`config.mk`:
```
export PLATFORM = sky130hd
export DESIGN_NAME = mem_wb_stage
export DESIGN_NICKNAME = d
export VERILOG_FILES = /design/src/rtl/mem_wb_stage.sv
export SDC_FILE = /design/constraint.sdc
export NUM_CORES = 1
export LEC_CHECK = 0
export ABC_AREA = 0
export ABC_CLOCK_PERIOD_IN_PS = 2670
export CORE_AREA = 5 5 184 186
export CTS_BUF_LIST = sky130_fd_sc_hd__clkbuf_2
export DETAILED_ROUTE_END_ITERATION = 8
export DIE_AREA = 0 0 189 191
export HOLD_SLACK_MARGIN = 0.12
export PLACE_DENSITY = 0.78
export SLEW_MARGIN = 5
export SYNTH_ARGS = -nofsm -noshare
export SYNTH_HDL_FRONTEND = slang
export SYNTH_SLANG_ARGS = --single-unit
```
`constraint.sdc`:
```
create_clock -name clk -period 2.67 [get_ports clk]
set_input_delay 0.267 -clock clk [delete_from_list [all_inputs] [get_ports clk]]
set_output_delay 0.267 -clock clk [all_outputs]
set_load 0.005 [all_outputs]
```
`src/rtl/mem_wb_stage.sv`:
```
// Memory/writeback stage: takes ALU results, issues data-cache requests for loads and stores, and drives the register-file write port.
// Optional build macro MEM_MISALIGN_TRAP_EN adds misalign_trap and suppresses misaligned accesses.
module mem_wb_stage #(
    parameter int XLEN = 64,
    parameter int PCW  = 32
) (
    input  logic            clk,
    input  logic            reset,
    input  logic            in_valid,
    output logic            in_ready,
    input  logic [XLEN-1:0] data_in,
    input  logic [4:0]      reg_dest_in,
    input  logic            wr_en_in,
    input  logic [XLEN-1:0] mem_addr_in,
    input  logic            is_load_in,
    input  logic            is_store_in,
    input  logic [1:0]      mem_size_in,
    input  logic            load_unsigned_in,
    input  logic            is_ecall_in,
    input  logic [PCW-1:0]  pc_in,
    output logic            dc_req_valid,
    input  logic            dc_req_ready,
    output logic            dc_req_write,
    output logic [XLEN-1:0] dc_req_addr,
    output logic [XLEN-1:0] dc_req_wdata,
    output logic [7:0]      dc_req_strb,
    input  logic            dc_resp_valid,
    input  logic [XLEN-1:0] dc_resp_data,
    output logic            rf_wr_en,
    output logic [4:0]      rf_wr_addr,
    output logic [XLEN-1:0] rf_wr_data,
    output logic [PCW-1:0]  wb_pc,
    output logic            wb_ecall
`ifdef MEM_MISALIGN_TRAP_EN
    ,
    output logic            misalign_trap
`endif
);

    typedef enum logic [1:0] {IDLE, REQ_ST, REQ_LD, WAIT_LD} state_t;

    state_t          state_q, state_d;
    logic [XLEN-1:0] req_addr_q, req_addr_d;
    logic [XLEN-1:0] req_wdata_q, req_wdata_d;
    logic [7:0]      req_strb_q, req_strb_d;
    logic [2:0]      off_q, off_d;
    logic [1:0]      size_q, size_d;
    logic            uns_q, uns_d;
    logic [4:0]      rd_q, rd_d;
    logic [PCW-1:0]  pc_q, pc_d;
    logic            ecall_q, ecall_d;
    logic            rf_wr_en_q, rf_wr_en_d;
    logic [4:0]      rf_wr_addr_q, rf_wr_addr_d;
    logic [XLEN-1:0] rf_wr_data_q, rf_wr_data_d;
    logic [PCW-1:0]  wb_pc_q, wb_pc_d;
    logic            wb_ecall_q, wb_ecall_d;
    logic            trap_q, trap_d;
    logic            load_done;
    logic [7:0]      strb_base;

    function automatic logic [XLEN-1:0] fmt_load(input logic [XLEN-1:0] raw, input logic [2:0] off,
                                                 input logic [1:0] size, input logic uns);
        logic [XLEN-1:0] s;
        s = raw >> {off, 3'b000};
        case (size)
            2'd0:    return {{(XLEN-8){s[7] & ~uns}}, s[7:0]};
            2'd1:    return {{(XLEN-16){s[15] & ~uns}}, s[15:0]};
            2'd2:    return {{(XLEN-32){s[31] & ~uns}}, s[31:0]};
            default: return s;
        endcase
    endfunction

`ifdef MEM_MISALIGN_TRAP_EN
    logic misaligned;
    always_comb begin
        case (mem_size_in)
            2'd1:    misaligned = mem_addr_in[0];
            2'd2:    misaligned = (mem_addr_in[1:0] != 2'd0);
            2'd3:    misaligned = (mem_addr_in[2:0] != 3'd0);
            default: misaligned = 1'b0;
        endcase
    end
`endif

    always_comb begin
        case (mem_size_in)
            2'd0:    strb_base = 8'h01;
            2'd1:    strb_base = 8'h03;
            2'd2:    strb_base = 8'h0F;
            default: strb_base = 8'hFF;
        endcase
    end

    // A response arriving with the request handshake completes the load immediately
    assign load_done = ((state_q == REQ_LD) && dc_req_ready && dc_resp_valid) ||
                       ((state_q == WAIT_LD) && dc_resp_valid);

    always_comb begin
        state_d      = state_q;
        req_addr_d   = req_addr_q;
        req_wdata_d  = req_wdata_q;
        req_strb_d   = req_strb_q;
        off_d        = off_q;
        size_d       = size_q;
        uns_d        = uns_q;
        rd_d         = rd_q;
        pc_d         = pc_q;
        ecall_d      = ecall_q;
        rf_wr_en_d   = 1'b0;
        rf_wr_addr_d = rf_wr_addr_q;
        rf_wr_data_d = rf_wr_data_q;
        wb_pc_d      = wb_pc_q;
        wb_ecall_d   = 1'b0;
        trap_d       = 1'b0;
        case (state_q)
            IDLE: begin
                if (in_valid) begin
                    if (!(is_load_in || is_store_in)) begin
                        rf_wr_en_d   = wr_en_in && (reg_dest_in != 5'd0);
                        rf_wr_addr_d = reg_dest_in;
                        rf_wr_data_d = data_in;
                        wb_pc_d      = pc_in;
                        wb_ecall_d   = is_ecall_in;
                    end
`ifdef MEM_MISALIGN_TRAP_EN
                    else if (misaligned) begin
                        trap_d  = 1'b1;
                        wb_pc_d = pc_in;
                    end
`endif
                    else begin
                        req_addr_d  = {mem_addr_in[XLEN-1:3], 3'b000};
                        req_wdata_d = data_in << {mem_addr_in[2:0], 3'b000};
                        req_strb_d  = strb_base << mem_addr_in[2:0];
                        off_d       = mem_addr_in[2:0];
                        size_d      = mem_size_in;
                        uns_d       = load_unsigned_in;
                        rd_d        = reg_dest_in;
                        pc_d        = pc_in;
                        ecall_d     = is_ecall_in;
                        state_d     = is_store_in ? REQ_ST : REQ_LD;
                    end
                end
            end
            REQ_ST: begin
                if (dc_req_ready) begin
                    state_d    = IDLE;
                    wb_pc_d    = pc_q;
                    wb_ecall_d = ecall_q;
                end
            end
            REQ_LD: begin
                if (dc_req_ready) state_d = WAIT_LD;
            end
            default: ;
        endcase
        if (load_done) begin
            state_d      = IDLE;
            rf_wr_en_d   = (rd_q != 5'd0);
            rf_wr_addr_d = rd_q;
            rf_wr_data_d = fmt_load(dc_resp_data, off_q, size_q, uns_q);
            wb_pc_d      = pc_q;
            wb_ecall_d   = ecall_q;
        end
    end

    always_ff @(posedge clk) begin
        if (reset) begin
            state_q      <= IDLE;
            req_addr_q   <= '0;
            req_wdata_q  <= '0;
            req_strb_q   <= '0;
            off_q        <= '0;
            size_q       <= '0;
            uns_q        <= 1'b0;
            rd_q         <= '0;
            pc_q         <= '0;
            ecall_q      <= 1'b0;
            rf_wr_en_q   <= 1'b0;
            rf_wr_addr_q <= '0;
            rf_wr_data_q <= '0;
            wb_pc_q      <= '0;
            wb_ecall_q   <= 1'b0;
            trap_q       <= 1'b0;
        end else begin
            state_q      <= state_d;
            req_addr_q   <= req_addr_d;
            req_wdata_q  <= req_wdata_d;
            req_strb_q   <= req_strb_d;
            off_q        <= off_d;
            size_q       <= size_d;
            uns_q        <= uns_d;
            rd_q         <= rd_d;
            pc_q         <= pc_d;
            ecall_q      <= ecall_d;
            rf_wr_en_q   <= rf_wr_en_d;
            rf_wr_addr_q <= rf_wr_addr_d;
            rf_wr_data_q <= rf_wr_data_d;
            wb_pc_q      <= wb_pc_d;
            wb_ecall_q   <= wb_ecall_d;
            trap_q       <= trap_d;
        end
    end

    assign in_ready     = (state_q == IDLE);
    assign dc_req_valid = (state_q == REQ_ST) || (state_q == REQ_LD);
    assign dc_req_write = (state_q == REQ_ST);
    assign dc_req_addr  = req_addr_q;
    assign dc_req_wdata = req_wdata_q;
    assign dc_req_strb  = req_strb_q;
    assign rf_wr_en     = rf_wr_en_q;
    assign rf_wr_addr   = rf_wr_addr_q;
    assign rf_wr_data   = rf_wr_data_q;
    assign wb_pc        = wb_pc_q;
    assign wb_ecall     = wb_ecall_q;
`ifdef MEM_MISALIGN_TRAP_EN
    assign misalign_trap = trap_q;
`else
    logic unused_trap;
    assign unused_trap = trap_q;
`endif

endmodule

```
==> results of run 1 <==
## worst max path at each step
stage                                 start                     endpoint  slack (ps)  cells after the start
finish                off_q[1]$_SDFFE_PP0P_  rf_wr_data[57]$_SDFFE_PP0P_         130                      5
global route          off_q[1]$_SDFFE_PP0P_  rf_wr_data[37]$_SDFFE_PP0P_           1                      5
CTS                 state_q[0]$_SDFFE_PP0P_                 dc_req_valid         -20                      3
detailed placement                 in_valid  dc_req_strb[3]$_SDFFE_PP0P_        -180                      6
global placement                   in_valid  dc_req_strb[3]$_SDFFE_PP0P_          -2                      6
floorplan           state_q[0]$_SDFFE_PP0P_  rf_wr_data[53]$_SDFFE_PP0P_         570                      7
## timing repair
| item | 4_1_cts | 5_1_grt |
|---|---|---|
| endpoints found under the hold margin | 180 | 0 |
| hold buffers | 109 | 0 |
| setup endpoints to repair | 9 | 11 |
| pin swaps | 0 | 1 |
| setup buffers | 0 | 3 |
| gates resized for setup | 6 | 4 |
## stage by stage
| step | setup slack [ps] | instances | TNS [ps] |
|---|---|---|---|
| floorplan | 571.5 | 1730 | 0 |
| global placement | -1.529 | 2499 | -1.529 |
| detailed placement | -181.7 | 2499 | -655.5 |
| CTS | -20.80 | 2725 | -20.80 |
| global route | 1.166 | 2732 | 0 |
| finish | 125.3 | 2732 | 0 |
## report_power, final
| part | total, mW | internal [mW] | leakage, nW | switching [mW] |
|---|---|---|---|---|
| sequential | 5.59 | 5.01 | 2.31 | 0.575 |
| clock | 3.01 | 1.19 | 0.474 | 1.82 |
| combinational | 5.97 | 2.97 | 4.88 | 3.00 |
| total | 14.6 | 9.17 | 7.66 | 5.40 |
## kinds of logic after synthesis
group	Yosys count
simple gates	593
compound gates	485
flops	282
buf+inv	181
mux	180
fa+ha+maj	6
other cells	1
## Yosys cell counts (2+ instances only)
cell                          n  share of area [%]
sky130_fd_sc_hd__o221a_2      7               0.55
sky130_fd_sc_hd__nand2b_1     5               0.22
sky130_fd_sc_hd__nand3_1      2              0.070
sky130_fd_sc_hd__mux2i_1    133                9.3
sky130_fd_sc_hd__or4_1        2               0.11
sky130_fd_sc_hd__nor2_1     167                4.4
sky130_fd_sc_hd__dfxtp_1    282                 40
sky130_fd_sc_hd__buf_2       28               0.98
sky130_fd_sc_hd__inv_1        3              0.079
sky130_fd_sc_hd__nor3_1      20               0.70
sky130_fd_sc_hd__a21o_1       2               0.11
sky130_fd_sc_hd__mux2_2      24                1.9
sky130_fd_sc_hd__a21oi_1    183                6.4
sky130_fd_sc_hd__a211o_1      7               0.43
sky130_fd_sc_hd__a311oi_1    55                3.4
sky130_fd_sc_hd__mux4_2      23                3.6
sky130_fd_sc_hd__nor4_1       9               0.39
sky130_fd_sc_hd__o21ai_0     62                2.2
sky130_fd_sc_hd__nand3b_1     2               0.11
sky130_fd_sc_hd__nand2_1    328                8.6
sky130_fd_sc_hd__ha_1         6               0.53
sky130_fd_sc_hd__nor3b_1      2               0.11
sky130_fd_sc_hd__o2111ai_1    3               0.18
sky130_fd_sc_hd__nor2b_1     43                1.9
sky130_fd_sc_hd__buf_1       17               0.45
sky130_fd_sc_hd__clkbuf_1   129                3.4
sky130_fd_sc_hd__a211oi_1    79                4.2
sky130_fd_sc_hd__a2111oi_0    4               0.25
sky130_fd_sc_hd__buf_4        4               0.21
sky130_fd_sc_hd__and2_1       5               0.22
sky130_fd_sc_hd__a22oi_1     25                1.3
sky130_fd_sc_hd__a221oi_1    41                2.5
sky130_fd_sc_hd__o21a_1       2               0.11
sky130_fd_sc_hd__o2bb2ai_1    7               0.43
## state kept, by name, summed over array words and instances (netlist names), 2 cells and up
signal        cells
dc_req_wdata     64
rf_wr_data       64
dc_req_addr      61
pc_q             32
wb_pc            32
dc_req_strb       8
rd_q              5
rf_wr_addr        5
off_q             3
size_q            2
state_q           2
## routing by layer
layer / vias to the layer above / part of all wire [%] / global-route usage [%]
met5: - / 0 / 0
met4: 0 / 6.0 / 17.43
met3: 209 / 11 / 9.149
met2: 1029 / 44 / 49.64
met1: 7456 / 39 / 41.06
li1: 7333 / - / -
## final cells by class
cell class                      instances  area (µm²)
Antenna cell                            4       10.01
Clock buffer                          101       505.5
Clock inverter                         16       116.4
Fill cell                            2504       10880
Inverter                                3       11.26
Multi-Input combinational cell       1267        7961
Sequential cell                       282        5654
Tap cell                              408       510.5
Timing Repair Buffer                  651        6477
## worst min-delay path: cells and delay by family
family | cells | cell delay, ps
compound gates | 1 | 100
buf+inv | 1 | 450
mux | 1 | 160
## placed cells by master, fill, tap and decap left out, types with 7 or more instances in the layout
cell type,n
sky130_fd_sc_hd__clkdlybuf4s50_1,475
sky130_fd_sc_hd__nand2_1,327
sky130_fd_sc_hd__dfxtp_1,277
sky130_fd_sc_hd__a21oi_1,183
sky130_fd_sc_hd__nor2_1,164
sky130_fd_sc_hd__mux2i_1,133
sky130_fd_sc_hd__dlygate4sd3_1,109
sky130_fd_sc_hd__clkbuf_2,101
sky130_fd_sc_hd__a211oi_1,79
sky130_fd_sc_hd__o21ai_0,62
sky130_fd_sc_hd__a311oi_1,55
sky130_fd_sc_hd__buf_4,55
sky130_fd_sc_hd__nor2b_1,43
sky130_fd_sc_hd__a221oi_1,41
sky130_fd_sc_hd__a22oi_1,25
sky130_fd_sc_hd__mux2_2,24
sky130_fd_sc_hd__mux4_2,23
sky130_fd_sc_hd__nor3_1,20
sky130_fd_sc_hd__clkinv_1,11
sky130_fd_sc_hd__buf_12,10
sky130_fd_sc_hd__nor4_1,8
sky130_fd_sc_hd__o2bb2ai_1,7
sky130_fd_sc_hd__a211o_1,7
sky130_fd_sc_hd__o221a_2,7
==> flow_metrics.tcl, run 1 <==
set metrics [dict create \
    status "completed" \
    synth_area_mm2 0.01427 \
    ys_seq_elements 282 \
    synth.yosys.seq_area_share_pct 39.56 \
    power.leakage_nw 7.662 \
    port_buffers 479 \
    number_of_cell_rows 66 \
    postSynthAreaPerCell_um2 8.258 \
    grt_first_pass_wirelength_um 92030 \
    route.final.wire_length_um 61480 \
    global_route.overflow_total 0 \
    drtPass1Iterations 6 \
    critical_path.reg2reg.endpoint "rf_wr_data[57]$_SDFFE_PP0P_" \
    detailedPlacementHpwl_um 43010 \
    placed_area_mm2 0.01947 \
    path_clk_slew_ps 100 \
    main_combinational_cell_family_by_area_after_synthesis "compound AO/OA/AOI/OAI gates" \
    postSynth.topFlopCell "sky130_fd_sc_hd__dfxtp_1" \
    crit_path_start_kind "register" \
    antenna_found_initial 4 \
    worstPathRequired_ps 3360 \
    drcViolationCount 0 \
    yosys.area_share.adder_pct 0.5261 \
    cts_sinks 282 \
    route.detailed.wl_per_inst_um 22.50 \
    finalCriticalPeriod_ps 2545 \
    power-per-cell-area_mw_per_mm2 685.9 \
    synth-edff-count 0 \
    synthSimpleGateAreaFrac_pct 17.40 \
    design_power_total_mw 14.57 \
    place.gp.congestion 0.9569 \
    vdd_drop_max_mv 0.5152 \
    netlist_instances 1728 \
    setup_repair_after_global_routing_missed_its_margin "no" \
    areaGrowthSynthToFinish_pct 48.89 \
    core_mm2 0.03212 \
    holdPathEnd "rf_wr_data[62]$_SDFFE_PP0P_" \
    post_route_cell_area_mm2 0.02125 \
    postRouteAntennaNets 0 \
    critical_path.endpoint_type "register" \
    maxClockFrequency_mhz 393.0 \
    crit_chain "mux4_2 -> nor4b_4 -> nor4_2 -> buf_4 -> a221oi_1" \
    worstSetupPathType "reg -> reg" \
    yosys.cell_types.count 51 \
    crit_share_post_route_pct 95.31 \
    grt_start_max_net_pins 130 \
    htreeDepth 3 \
    cp_num_buf_inv 1 \
    clock-root-buffer "sky130_fd_sc_hd__clkbuf_2" \
    worstReg2RegStart "off_q[1]$_SDFFE_PP0P_" \
    min_path_cells 3 \
    r2r.worst_path.cells 5 \
    arrival_ps 3230 \
    crit_path_max_incr_delay_ps 710 \
    share_of_cell_area_taken_by_muxes_after_synthesis_pct 14.85 \
    grt_util_all_layers_pct 32.25 \
    first_iter_violations 1567 \
    critical-path-top-delay-family "flip-flops" \
    first_global_vias 15783 \
    worstMarginPinSlew_ps 903.3 \
    hold_violations 0 \
    nNetsFinal 2527 \
    post_drt_via_cell_ratio 5.866 \
    final-max-slew-violation-count 0 \
    finalCoreUtilization_pct 66.14 \
    critical_path.max_fanout 21 \
    via_count 16027 \
    max_cap_viol_count 0 \
    r2r_slack_ps 130 \
    synth_async_sr_flop_share_pct 0 \
    critical-path-slowest-cell "sky130_fd_sc_hd__dfxtp_2" \
    final_layout_size_suffix_gt1_share_pct 10.65 \
    tritoncts "done" \
    synthXorXnorAreaFrac_pct 0 \
    setup_viol_count_final 0 \
    yosysWarningCount 0 \
    max-slew-margin-rel_pct 39.78 \
    i_o_pin_count 483 \
    cts_buffer_depth 3 \
    clock_latency_ps 850 \
    start_util_pct 44.42 \
    clock-skew-final_ps 86.07 \
    hold-worst-slack_ps 203.2 \
    floorplan.die.height_um 191 \
    worst_hold_path_startpoint "data_in[62]" \
    area_enclosed_by_the_die_boundary_mm2 0.03610 \
    die_boundary_width_um 189 \
    synth_compound_area_share_pct 22.52 \
    worst_hold_path_type "in -> reg" \
    cts-buffers-inserted 75 \
]
No activity file was read; power rests on OpenSTA's default activity.
==> run 2, diff against run 1 <==
--- a/config.mk
+++ b/config.mk
@@ -6,13 +6,13 @@
 export NUM_CORES = 1
 export LEC_CHECK = 0
 export ABC_AREA = 0
-export ABC_CLOCK_PERIOD_IN_PS = 2670
+export ABC_CLOCK_PERIOD_IN_PS = 2700
 export CORE_AREA = 5 5 184 186
 export CTS_BUF_LIST = sky130_fd_sc_hd__clkbuf_2
 export DETAILED_ROUTE_END_ITERATION = 8
 export DIE_AREA = 0 0 189 191
 export HOLD_SLACK_MARGIN = 0.12
-export PLACE_DENSITY = 0.78
+export PLACE_DENSITY = 0.87
 export SLEW_MARGIN = 5
 export SYNTH_ARGS = -nofsm -noshare
 export SYNTH_HDL_FRONTEND = slang
==> constraint.sdc (replaced) <==
create_clock -name clk -period 2.7 [get_ports clk]
set_input_delay 0.27 -clock clk [delete_from_list [all_inputs] [get_ports clk]]
set_output_delay 0.27 -clock clk [all_outputs]
set_load 0.005 [all_outputs]
==> run 2 against run 1 <==
Worst hold slack barely moved; utilization grew 0.15 points; setup slack improved by 12 ps; critical path type is now reg -> out; count of clock-buffer cells in the layout up 7; clock power up 4%; largest power group unchanged; global-route usage rose by 0.71 points; largest cell class unchanged.
==> flow_metrics.tcl, run 2 (same netlist as run 1, synthesis figures left out) <==
set metrics [dict create \
    cts-buffers-inserted 75 \
    tns_ps 0 \
    critical_path.reg2reg.endpoint "pc_q[4]$_SDFFE_PP0P_" \
    power-per-cell-area_mw_per_mm2 687.7 \
    post_drt_via_cell_ratio 6.009 \
    cts_buffer_depth 3 \
    grt_first_pass_wirelength_um 94080 \
    layout_commonest_cell "sky130_fd_sc_hd__clkdlybuf4s50_1" \
    first_iter_violations 2008 \
    cts_sinks 282 \
    critical_path.endpoint_type "output port" \
    worstSetupPathType "reg -> out" \
    power.leakage_nw 7.708 \
    crit_path_start_kind "register" \
    most_frequent_cells_in_the_layout "sky130_fd_sc_hd__clkdlybuf4s50_1 (475), sky130_fd_sc_hd__nand2_1 (327), sky130_fd_sc_hd__dfxtp_1 (277)" \
    worstReg2RegStart "state_q[1]$_SDFFE_PP0P_" \
    postRouteAntennaNets 0 \
    via_count 16464 \
    first_global_vias 16074 \
    path_clk_slew_ps 110 \
    clock-root-buffer "sky130_fd_sc_hd__clkbuf_2" \
    design_power_total_mw 14.64 \
    clock-skew-final_ps 115.6 \
    drcViolationCount 0 \
    worstPathRequired_ps 2430 \
    vdd_drop_max_mv 0.4136 \
    route.final.wire_length_um 63370 \
    crit_share_post_route_pct 94.92 \
    max-slew-margin-rel_pct 34.56 \
    arrival_ps 2290 \
    grt_util_met2_pct 52.63 \
    cp_num_buf_inv 3 \
    area_enclosed_by_the_die_boundary_mm2 0.03610 \
    min_path_cells 3 \
    port_buffers 479 \
    finalCriticalPeriod_ps 2563 \
    htreeDepth 3 \
    die_boundary_width_um 189 \
    grt_start_max_net_pins 136 \
    final_layout_size_suffix_gt1_share_pct 10.82 \
    areaGrowthSynthToFinish_pct 49.22 \
    grt_util_all_layers_pct 32.96 \
    critical_path.max_fanout 14 \
    worst_hold_path_startpoint "data_in[51]" \
    crit_path_max_incr_delay_ps 520 \
    top_usage_layer_grt "met2" \
    met1_usage_pct 40.73 \
    antenna_found_initial 5 \
    core_mm2 0.03212 \
    worstMarginPinSlew_ps 981.6 \
    clock_latency_ps 880 \
    detailedPlacementHpwl_um 43630 \
    critical-path-top-delay-family "buffers and inverters" \
    holdPathEnd "rf_wr_data[51]$_SDFFE_PP0P_" \
    met3_routing_resource_usage_after_global_routing_pct 9.752 \
    floorplan.die.height_um 191 \
    r2r_slack_ps 220 \
    nNetsFinal 2527 \
    i_o_pin_count 483 \
    number_of_cell_rows 66 \
    tritoncts "done" \
    worst_hold_path_type "in -> reg" \
    max_cap_viol_count 0 \
    route.detailed.wl_per_inst_um 23.13 \
    place.gp.congestion 0.9926 \
    setup_viol_count_final 0 \
    final-max-slew-violation-count 0 \
    crit_chain "inv_1 -> ha_2 -> buf_6 -> clkdlybuf4s50_1" \
    status "completed" \
    critical-path-slowest-cell "sky130_fd_sc_hd__clkdlybuf4s50_1" \
    setup_repair_after_global_routing_missed_its_margin "no" \
    drtPass1Iterations 6 \
    start_util_pct 44.42 \
    maxClockFrequency_mhz 390.2 \
    hold_violations 0 \
    global_route.overflow_total 0 \
    r2r.worst_path.cells 8 \
]
==> run 2: cell count changes in the layout (fill, tap and decap cells not counted), moves of 2 or more <==
cell and change:
sky130_fd_sc_hd__dlygate4sd3_1 +4, sky130_fd_sc_hd__clkbuf_2 +7, sky130_fd_sc_hd__buf_4 -6, sky130_fd_sc_hd__clkinv_2 +3, sky130_fd_sc_hd__clkinv_1 -2
==> run 2: final cells by class <==
| type | instances | area, µm² |
|---|---|---|
| multi-input combinational | 1268 | 7950 |
| sequential | 282 | 5654 |
| clock inverter | 18 | 128.9 |
| inverter | 3 | 11.26 |
| tap | 408 | 510.5 |
| timing repair buffer | 650 | 6491 |
| fill | 2434 | 10830 |
| antenna | 3 | 7.507 |
| clock buffer | 108 | 540.5 |
==> run 2: what timing repair did <==
action	in CTS	in global routing
setup endpoints to repair	1	3
hold endpoints to repair	172	0
pin swaps	0	1
gates cloned	0	1
setup buffers	0	2
gates resized for setup	1	4
hold buffers	113	0
==> run 2: power breakdown <==
group          internal, mW  switching (mW)  total (mW)  leakage [nW]
logic                  2.94            3.04        5.97          4.88
clock network          1.26            1.87        3.13         0.520
registers              4.96           0.587        5.54          2.31
==> run 2: routing by layer <==
metal	wire, µm	up-vias
li1	-	7351
met1	24230	7734
met2	28880	1133
met3	6794	242
met4	3401	4
met5	69	-
==> run 2: through the flow <==
stage	util [%]	worst slack [ps]	hold WS [ps]	instances	area, µm²
after global routing	66.29	20.75	146.0	2740	21290
final	66.29	137.2	203.3	2740	21290
after detailed placement	60.54	72.62	445.7	2495	19450
after CTS	66.16	14.54	123.0	2734	21250
after floorplan	-	601.5	406.0	1730	14280
after global placement	60.54	173.2	437.7	2495	19450
==> run 2: how the worst max path moves through the flow <==
stage                             from                           to  slack (ps)  cells past startpoint
2_1_floorplan  state_q[0]$_SDFFE_PP0P_  rf_wr_data[53]$_SDFFE_PP0P_         600                      7
3_3_place_gp          dc_resp_data[55]  rf_wr_data[62]$_SDFFE_PP0P_         170                      7
3_5_place_dp          dc_resp_data[55]  rf_wr_data[37]$_SDFFE_PP0P_          70                      7
4_1_cts        state_q[1]$_SDFFE_PP0P_                 dc_req_write          10                      4
5_1_grt        state_q[1]$_SDFFE_PP0P_                 dc_req_write          20                      4
6_report       state_q[1]$_SDFFE_PP0P_                 dc_req_write         140                      4
==> run 2: worst reg2reg max path, stage by stage, from the launching register on <==
cell	delay (ps)
sky130_fd_sc_hd__dfxtp_2	370
sky130_fd_sc_hd__inv_1	110
sky130_fd_sc_hd__ha_1	320
sky130_fd_sc_hd__nand2_1	200
sky130_fd_sc_hd__or2_4	380
sky130_fd_sc_hd__buf_4	230
sky130_fd_sc_hd__nand2_1	100
sky130_fd_sc_hd__a21oi_1	70
sky130_fd_sc_hd__dlygate4sd3_1	620
